### src/rtl/mfp_ahb_uart_loader_master.sv
// Byte-stream loader: parses {base, count, payload words} and writes each word
// to program RAM as a single non-overlapped AHB-Lite 32-bit write.
module mfp_ahb_uart_loader_master #(
    parameter int FIFO_DEPTH     = 4,
    parameter int TIMEOUT_CYCLES = 1000000
) (
    input  logic        HCLK,
    input  logic        HRESET,
    input  logic        rx_valid,
    input  logic [7:0]  rx_byte,
    output logic [31:0] HADDR,
    output logic [2:0]  HBURST,
    output logic        HMASTLOCK,
    output logic [3:0]  HPROT,
    output logic [2:0]  HSIZE,
    output logic [1:0]  HTRANS,
    output logic [31:0] HWDATA,
    output logic        HWRITE,
    input  logic        HREADY,
    input  logic        HRESP,
    output logic        loading,
    output logic        done,
    output logic        overflow,
    output logic        bus_error
);

    localparam int          AW       = (FIFO_DEPTH > 1) ? $clog2(FIFO_DEPTH) : 1;
    localparam logic [AW:0] FULL_CNT = (AW + 1)'(FIFO_DEPTH);
    localparam logic [AW:0] ONE_CNT  = (AW + 1)'(1);
    localparam bit          TO_EN    = (TIMEOUT_CYCLES != 0);
    localparam logic [31:0] TO_LAST  = (TIMEOUT_CYCLES > 0) ? 32'(TIMEOUT_CYCLES - 1) : 32'd0;

    typedef enum logic [1:0] {H_ADDR, H_COUNT, P_DATA} pstate_t;
    typedef enum logic [1:0] {B_IDLE, B_ADDR, B_DATA} bstate_t;

    pstate_t     pstate, pstate_next;
    bstate_t     bstate, bstate_next;
    logic [1:0]  byte_cnt;
    logic [31:0] shreg, word_addr, count, idle_cnt;
    logic [31:0] field_word;
    logic        in_frame, field_done, timeout, frame_start;
    logic        push_req, last_word, zero_frame, do_push, drop, pop, drain_last;
    logic        end_pending;

    logic [31:0] mem_addr [FIFO_DEPTH];
    logic [31:0] mem_data [FIFO_DEPTH];
    logic [AW-1:0] wr_ptr, rd_ptr;
    logic [AW:0]   fcnt;
    logic          fifo_empty;

    assign HBURST    = 3'b000;
    assign HMASTLOCK = 1'b0;
    assign HPROT     = 4'b0011;
    assign HSIZE     = 3'b010;
    assign HTRANS    = (bstate == B_ADDR) ? 2'b10 : 2'b00;
    assign HWRITE    = (bstate == B_ADDR);

    assign field_word  = {shreg[23:0], rx_byte};
    assign in_frame    = (pstate != H_ADDR) || (byte_cnt != 2'd0);
    assign field_done  = rx_valid && (byte_cnt == 2'd3);
    assign frame_start = rx_valid && (pstate == H_ADDR) && (byte_cnt == 2'd0);
    assign timeout     = TO_EN && in_frame && !rx_valid && (idle_cnt == TO_LAST);
    assign push_req    = field_done && (pstate == P_DATA);
    assign last_word   = push_req && (count == 32'd1);
    assign zero_frame  = field_done && (pstate == H_COUNT) && (field_word == 32'd0);

    assign fifo_empty  = (fcnt == '0);
    assign do_push     = push_req && ((fcnt != FULL_CNT) || pop);
    assign drop        = push_req && !do_push;
    // The frame's final word may have been dropped, so completion is tracked
    // as "frame ended and the FIFO has just drained".
    assign drain_last  = end_pending && pop && (fcnt == ONE_CNT) && !do_push;
    assign loading     = in_frame || !fifo_empty || (bstate != B_IDLE);

    always_comb begin
        pstate_next = pstate;
        if (timeout) begin
            pstate_next = H_ADDR;
        end else if (field_done) begin
            case (pstate)
                H_ADDR:  pstate_next = H_COUNT;
                H_COUNT: pstate_next = (field_word == 32'd0) ? H_ADDR : P_DATA;
                P_DATA:  pstate_next = (count == 32'd1) ? H_ADDR : P_DATA;
                default: pstate_next = H_ADDR;
            endcase
        end
    end

    always_ff @(posedge HCLK or posedge HRESET) begin
        if (HRESET) begin
            pstate   <= H_ADDR;
            byte_cnt <= 2'd0;
            idle_cnt <= 32'd0;
        end else begin
            pstate <= pstate_next;
            if (timeout)
                byte_cnt <= 2'd0;
            else if (rx_valid)
                byte_cnt <= byte_cnt + 2'd1;
            if (rx_valid || !in_frame || timeout)
                idle_cnt <= 32'd0;
            else
                idle_cnt <= idle_cnt + 32'd1;
        end
    end

    // Parser datapath: assembled fields and the running write address
    always_ff @(posedge HCLK) begin
        if (rx_valid)
            shreg <= field_word;
        if (field_done && pstate == H_ADDR)
            word_addr <= {field_word[31:2], 2'b00};
        if (field_done && pstate == H_COUNT)
            count <= field_word;
        if (push_req) begin
            word_addr <= word_addr + 32'd4;
            count     <= count - 32'd1;
        end
    end

    always_ff @(posedge HCLK) begin
        if (do_push) begin
            mem_addr[wr_ptr] <= word_addr;
            mem_data[wr_ptr] <= field_word;
        end
    end

    always_ff @(posedge HCLK or posedge HRESET) begin
        if (HRESET) begin
            wr_ptr <= '0;
            rd_ptr <= '0;
            fcnt   <= '0;
        end else begin
            if (do_push)
                wr_ptr <= wr_ptr + 1'b1;
            if (pop)
                rd_ptr <= rd_ptr + 1'b1;
            case ({do_push, pop})
                2'b10:   fcnt <= fcnt + 1'b1;
                2'b01:   fcnt <= fcnt - 1'b1;
                default: fcnt <= fcnt;
            endcase
        end
    end

    always_comb begin
        bstate_next = bstate;
        pop         = 1'b0;
        case (bstate)
            B_IDLE: if (!fifo_empty) bstate_next = B_ADDR;
            B_ADDR: if (HREADY) bstate_next = B_DATA;
            B_DATA: begin
                if (HREADY) begin
                    pop         = 1'b1;
                    bstate_next = B_IDLE;
                end
            end
            default: bstate_next = B_IDLE;
        endcase
    end

    // Bus stage: address captured entering B_ADDR, data entering B_DATA
    always_ff @(posedge HCLK or posedge HRESET) begin
        if (HRESET) begin
            bstate <= B_IDLE;
            HADDR  <= 32'd0;
            HWDATA <= 32'd0;
        end else begin
            bstate <= bstate_next;
            if (bstate == B_IDLE && !fifo_empty)
                HADDR <= mem_addr[rd_ptr];
            if (bstate == B_ADDR && HREADY)
                HWDATA <= mem_data[rd_ptr];
        end
    end

    always_ff @(posedge HCLK or posedge HRESET) begin
        if (HRESET) begin
            done        <= 1'b0;
            overflow    <= 1'b0;
            bus_error   <= 1'b0;
            end_pending <= 1'b0;
        end else begin
            if (frame_start) begin
                done      <= 1'b0;
                overflow  <= 1'b0;
                bus_error <= 1'b0;
            end
            if (drop)
                overflow <= 1'b1;
            if (bstate == B_DATA && HRESP)
                bus_error <= 1'b1;
            if (zero_frame)
                done <= 1'b1;
            if (last_word)
                end_pending <= 1'b1;
            if (drain_last) begin
                done        <= 1'b1;
                end_pending <= 1'b0;
            end
        end
    end

endmodule

### config.mk
export PLATFORM = sky130hd
export DESIGN_NAME = mfp_ahb_uart_loader_master
export DESIGN_NICKNAME = d
export VERILOG_FILES = /design/src/rtl/mfp_ahb_uart_loader_master.sv
export SDC_FILE = /design/constraint.sdc
export NUM_CORES = 1
export LEC_CHECK = 0
export ABC_AREA = 1
export CAP_MARGIN = 40
export CORE_ASPECT_RATIO = 0.8
export CORE_MARGIN = 1.5
export CORE_UTILIZATION = 40
export CTS_CLUSTER_SIZE = 24
export DETAILED_ROUTE_END_ITERATION = 10
export PLACE_DENSITY = 0.64
export SYNTH_ARGS = -nofsm -noshare
export SYNTH_HDL_FRONTEND = slang
export SYNTH_SLANG_ARGS = --single-unit
### constraint.sdc
create_clock -name HCLK -period 4.6 [get_ports HCLK]
set_clock_uncertainty 0.05 [all_clocks]
set_input_delay 0.69 -clock HCLK [delete_from_list [all_inputs] [get_ports HCLK]]
set_output_delay 0.69 -clock HCLK [all_outputs]
set_load 0.01 [all_outputs]
==> flow_summary.yaml <==
critical_path:
  rr_endpoint: "mem_addr[2][29]"
  worstSetupEndpointType: "output pin"
  r2r_slack_ns: 2.23
  critPathMaxFanout: 4
  r2r-start: "byte_cnt[0]"
  start_kind: "flip-flop"
  r2r_cells: 9
  crit_arrival_ns: 2.06
  crit_required_ns: 3.86
  crit_type: "reg2out"
placement:
  port_buffers: 80
  dp_slack_ns: 1.45
  dpl_cell_area_sq_mm: 0.0211
  dp.cells: 2604
  place_congestion: 0.896
  place_hpwl_um: 31300
timing:
  finalMaxSlewViolations: 0
  hold_violations: 0
  max_freq_ghz: 0.357
  min_period_over_period_pct: 60.9
  hold-worst-slack_ns: 0.312
  worstMarginPinSlew_ns: 0.885
  rsz0062_at_grt: "no"
  final.setup.worst_slack_ns: 1.80
  setup_viol: 0
  relSlewSlack_pct: 41.0
  finalSetupTns_ns: 0
  period_needed_ns: 2.80
route:
  viasPerCell: 5.11
  wl_met3_um: 3120
  dr.pass1.iters: 6
  drtIter0Drc: 1283
  remaining_drc_errors: 0
  drtAntennaViolNets: 0
  finalWirelength_um: 46900
  wl_met2_um: 20600
  avgRoutedWirePerCell_um: 17.5
  top_layer_used: "met4"
  drt-met1-wl_um: 22300
  vias: 13700
clock_tree:
  cts_buffer_depth: 3
  cts-htree-levels: 2
  cts_buffers: 45
  cts_tree: "built"
  cts.hold.buffers_added: 0
  path_clk_slew_ns: 0.06
  cts-resized-gates: 0
  post-cts-setup-buffer-count: 0
  clk_latency_ns: 0.59
  root_buffer: "clkbuf_16"
  clock-sinks: 445
grt:
  gr-total-overflow: 0
  grt.total_usage_pct: 19.0
  grt_max_degree: 79
  grt_pass1_wl_um: 75500
  grt_pass1_vias: 13400
  antenna_found_initial: 0
floorplanning:
  pin_count: 95
  rows: 72
  core_area_sq_mm: 0.0484
  die_x_um: 250
  start_util_pct: 40.5
  fp.dieH_um: 201
  dieArea_sq_mm: 0.0503
hold_path:
  worstHoldPathType: "in2async"
cells_and_area:
  finalNonFillerCells: 2688
  final_util_pct: 46.6
  nNetsFinal: 2050
  area_growth_pct: 15.2
  num_antenna_cells: 0
  stdcell_area_sq_mm: 0.0225
  final_layout_size_suffix_gt1_share_pct: 6.17
power:
  leakage_nw: 8.37
  powerDensity_mw_per_mm2: 530
  ir_worst_vdd_mv: 0.259
  p_total_mw: 11.9
synth:
  avgSynthCellArea_sq_um: 10.1
  synth-seq-cells: 445
  synth.cell_area_sq_mm: 0.0196
  synth_flop_cell: "edfxtp_1"
  synthCells: 1938
  synth-seq-area-share_pct: 65.4
  yosysUniqueCellTypes: 40
  synth_edf_count: 334
  async_reset_ff_share_pct: 24.9
  ys.warnings.count: 0
outcome:
  outcome: "completed"
flow_run:
  maxCapViolCount: 0
## Yosys cell counts (2+ instances only)
library cell | count | share of area, %
ha_1 | 15 | 0.96
nand4_1 | 13 | 0.42
nor2_1 | 427 | 8.2
clkbuf_1 | 32 | 0.61
buf_6 | 4 | 0.23
nand3_2 | 3 | 0.15
nor3b_1 | 2 | 0.077
nor2_2 | 10 | 0.32
buf_1 | 5 | 0.096
nand3_1 | 59 | 1.5
nand2_1 | 422 | 8.1
nor3_2 | 5 | 0.26
clkinv_1 | 2 | 0.038
a31oi_1 | 30 | 0.96
o21ai_0 | 169 | 4.3
o22ai_1 | 36 | 1.2
inv_1 | 120 | 2.3
nand2_2 | 5 | 0.16
xnor2_1 | 14 | 0.63
o21ai_1 | 7 | 0.18
nor3_1 | 17 | 0.43
buf_2 | 23 | 0.59
o21bai_1 | 5 | 0.19
dfrtp_1 | 111 | 14
xor2_1 | 18 | 0.81
nand3b_1 | 6 | 0.23
or2_2 | 2 | 0.064
conb_1 | 2 | 0.038
buf_4 | 16 | 0.61
inv_2 | 2 | 0.038
a21oi_1 | 12 | 0.31
edfxtp_1 | 334 | 51
nor2_4 | 3 | 0.17
## how the worst max path moves through the flow
stage                      endpoint  startpoint  cells after the start
finish                      loading     fcnt[0]                      4
global route                loading   pstate[0]                      5
CTS                         loading     fcnt[0]                      4
detailed placement  mem_addr[2][23]    rx_valid                      9
global placement    mem_addr[3][22]    rx_valid                      8
floorplan           mem_addr[0][10]    rx_valid                      6
## critical path, stage by stage (launching register included)
cell	delay [ns]
dfrtp_1	0.42
inv_1	0.09
ha_1	0.24
nand4_1	0.15
clkdlybuf4s50_1	0.58
## cell families (layout without fill, tap and decap cells)
kind of cell | after synthesis | after routing | share of synthesized area, %
buf+inv | 204 | 313 | 4.52
xor+xnor | 32 | 32 | 1.43
other cells | 2 | 14 | 0.0384
simple gates | 977 | 977 | 20.3
fa+ha+maj | 15 | 15 | 0.959
flops | 445 | 445 | 65.4
compound gates | 263 | 263 | 7.32
## metal layers
layer	vias to the layer above	global-route usage (%)
li1	6642	-
met1	6631	28.3
met2	385	28.7
met3	73	2.98
met4	0	5.17
met5	-	0
## cell usage in the layout (no fill, tap or decap), types with 9 or more instances in the layout
cell type        netlist  final
nor2_1               427    422
nand2_1              422    422
edfxtp_1             334    334
o21ai_0              169    169
inv_1                120    119
dfrtp_1              111    109
clkdlybuf4s50_1        0     80
nand3_1               59     59
clkbuf_16              0     45
o22ai_1               36     36
a31oi_1               30     30
xor2_1                18     18
buf_4                 16     18
nor3_1                17     17
ha_1                  15     15
xnor2_1               14     14
clkinv_1               2     14
conb_1                 2     14
nand4_1               13     13
clkbuf_1              32     13
a21oi_1               12     12
nor2_2                10     11
clkinv_2               0      9
## state kept, by name (all words and copies together), names as in the netlist
| signal | flops |
|---|---|
| pstate | 2 |
| bus_error | 1 |
| HWDATA | 32 |
| end_pending | 1 |
| wr_ptr | 2 |
| rd_ptr | 2 |
| word_addr | 30 |
| HADDR | 30 |
| overflow | 1 |
| byte_cnt | 2 |
| idle_cnt | 32 |
| bstate | 2 |
| mem_data | 128 |
| count | 32 |
| done | 1 |
| fcnt | 3 |
| shreg | 24 |
| mem_addr | 120 |
## power breakdown
part / internal [mW] / switching (mW) / leakage, nW / total (mW)
Sequential: 4.87 / 0.405 / 4.41 / 5.27
Clock: 1.95 / 1.55 / 0.684 / 3.50
Combinational: 1.25 / 1.93 / 3.28 / 3.18
## final cells by class
class	count	area (sq um)
clock buffer	59	1190
clock inverter	25	211
fill	4384	25800
inverter	124	469
multi-input combinational	1301	5970
sequential	445	12800
tap	629	787
timing repair buffer	105	1110
Power figures use the tool's default switching activity.
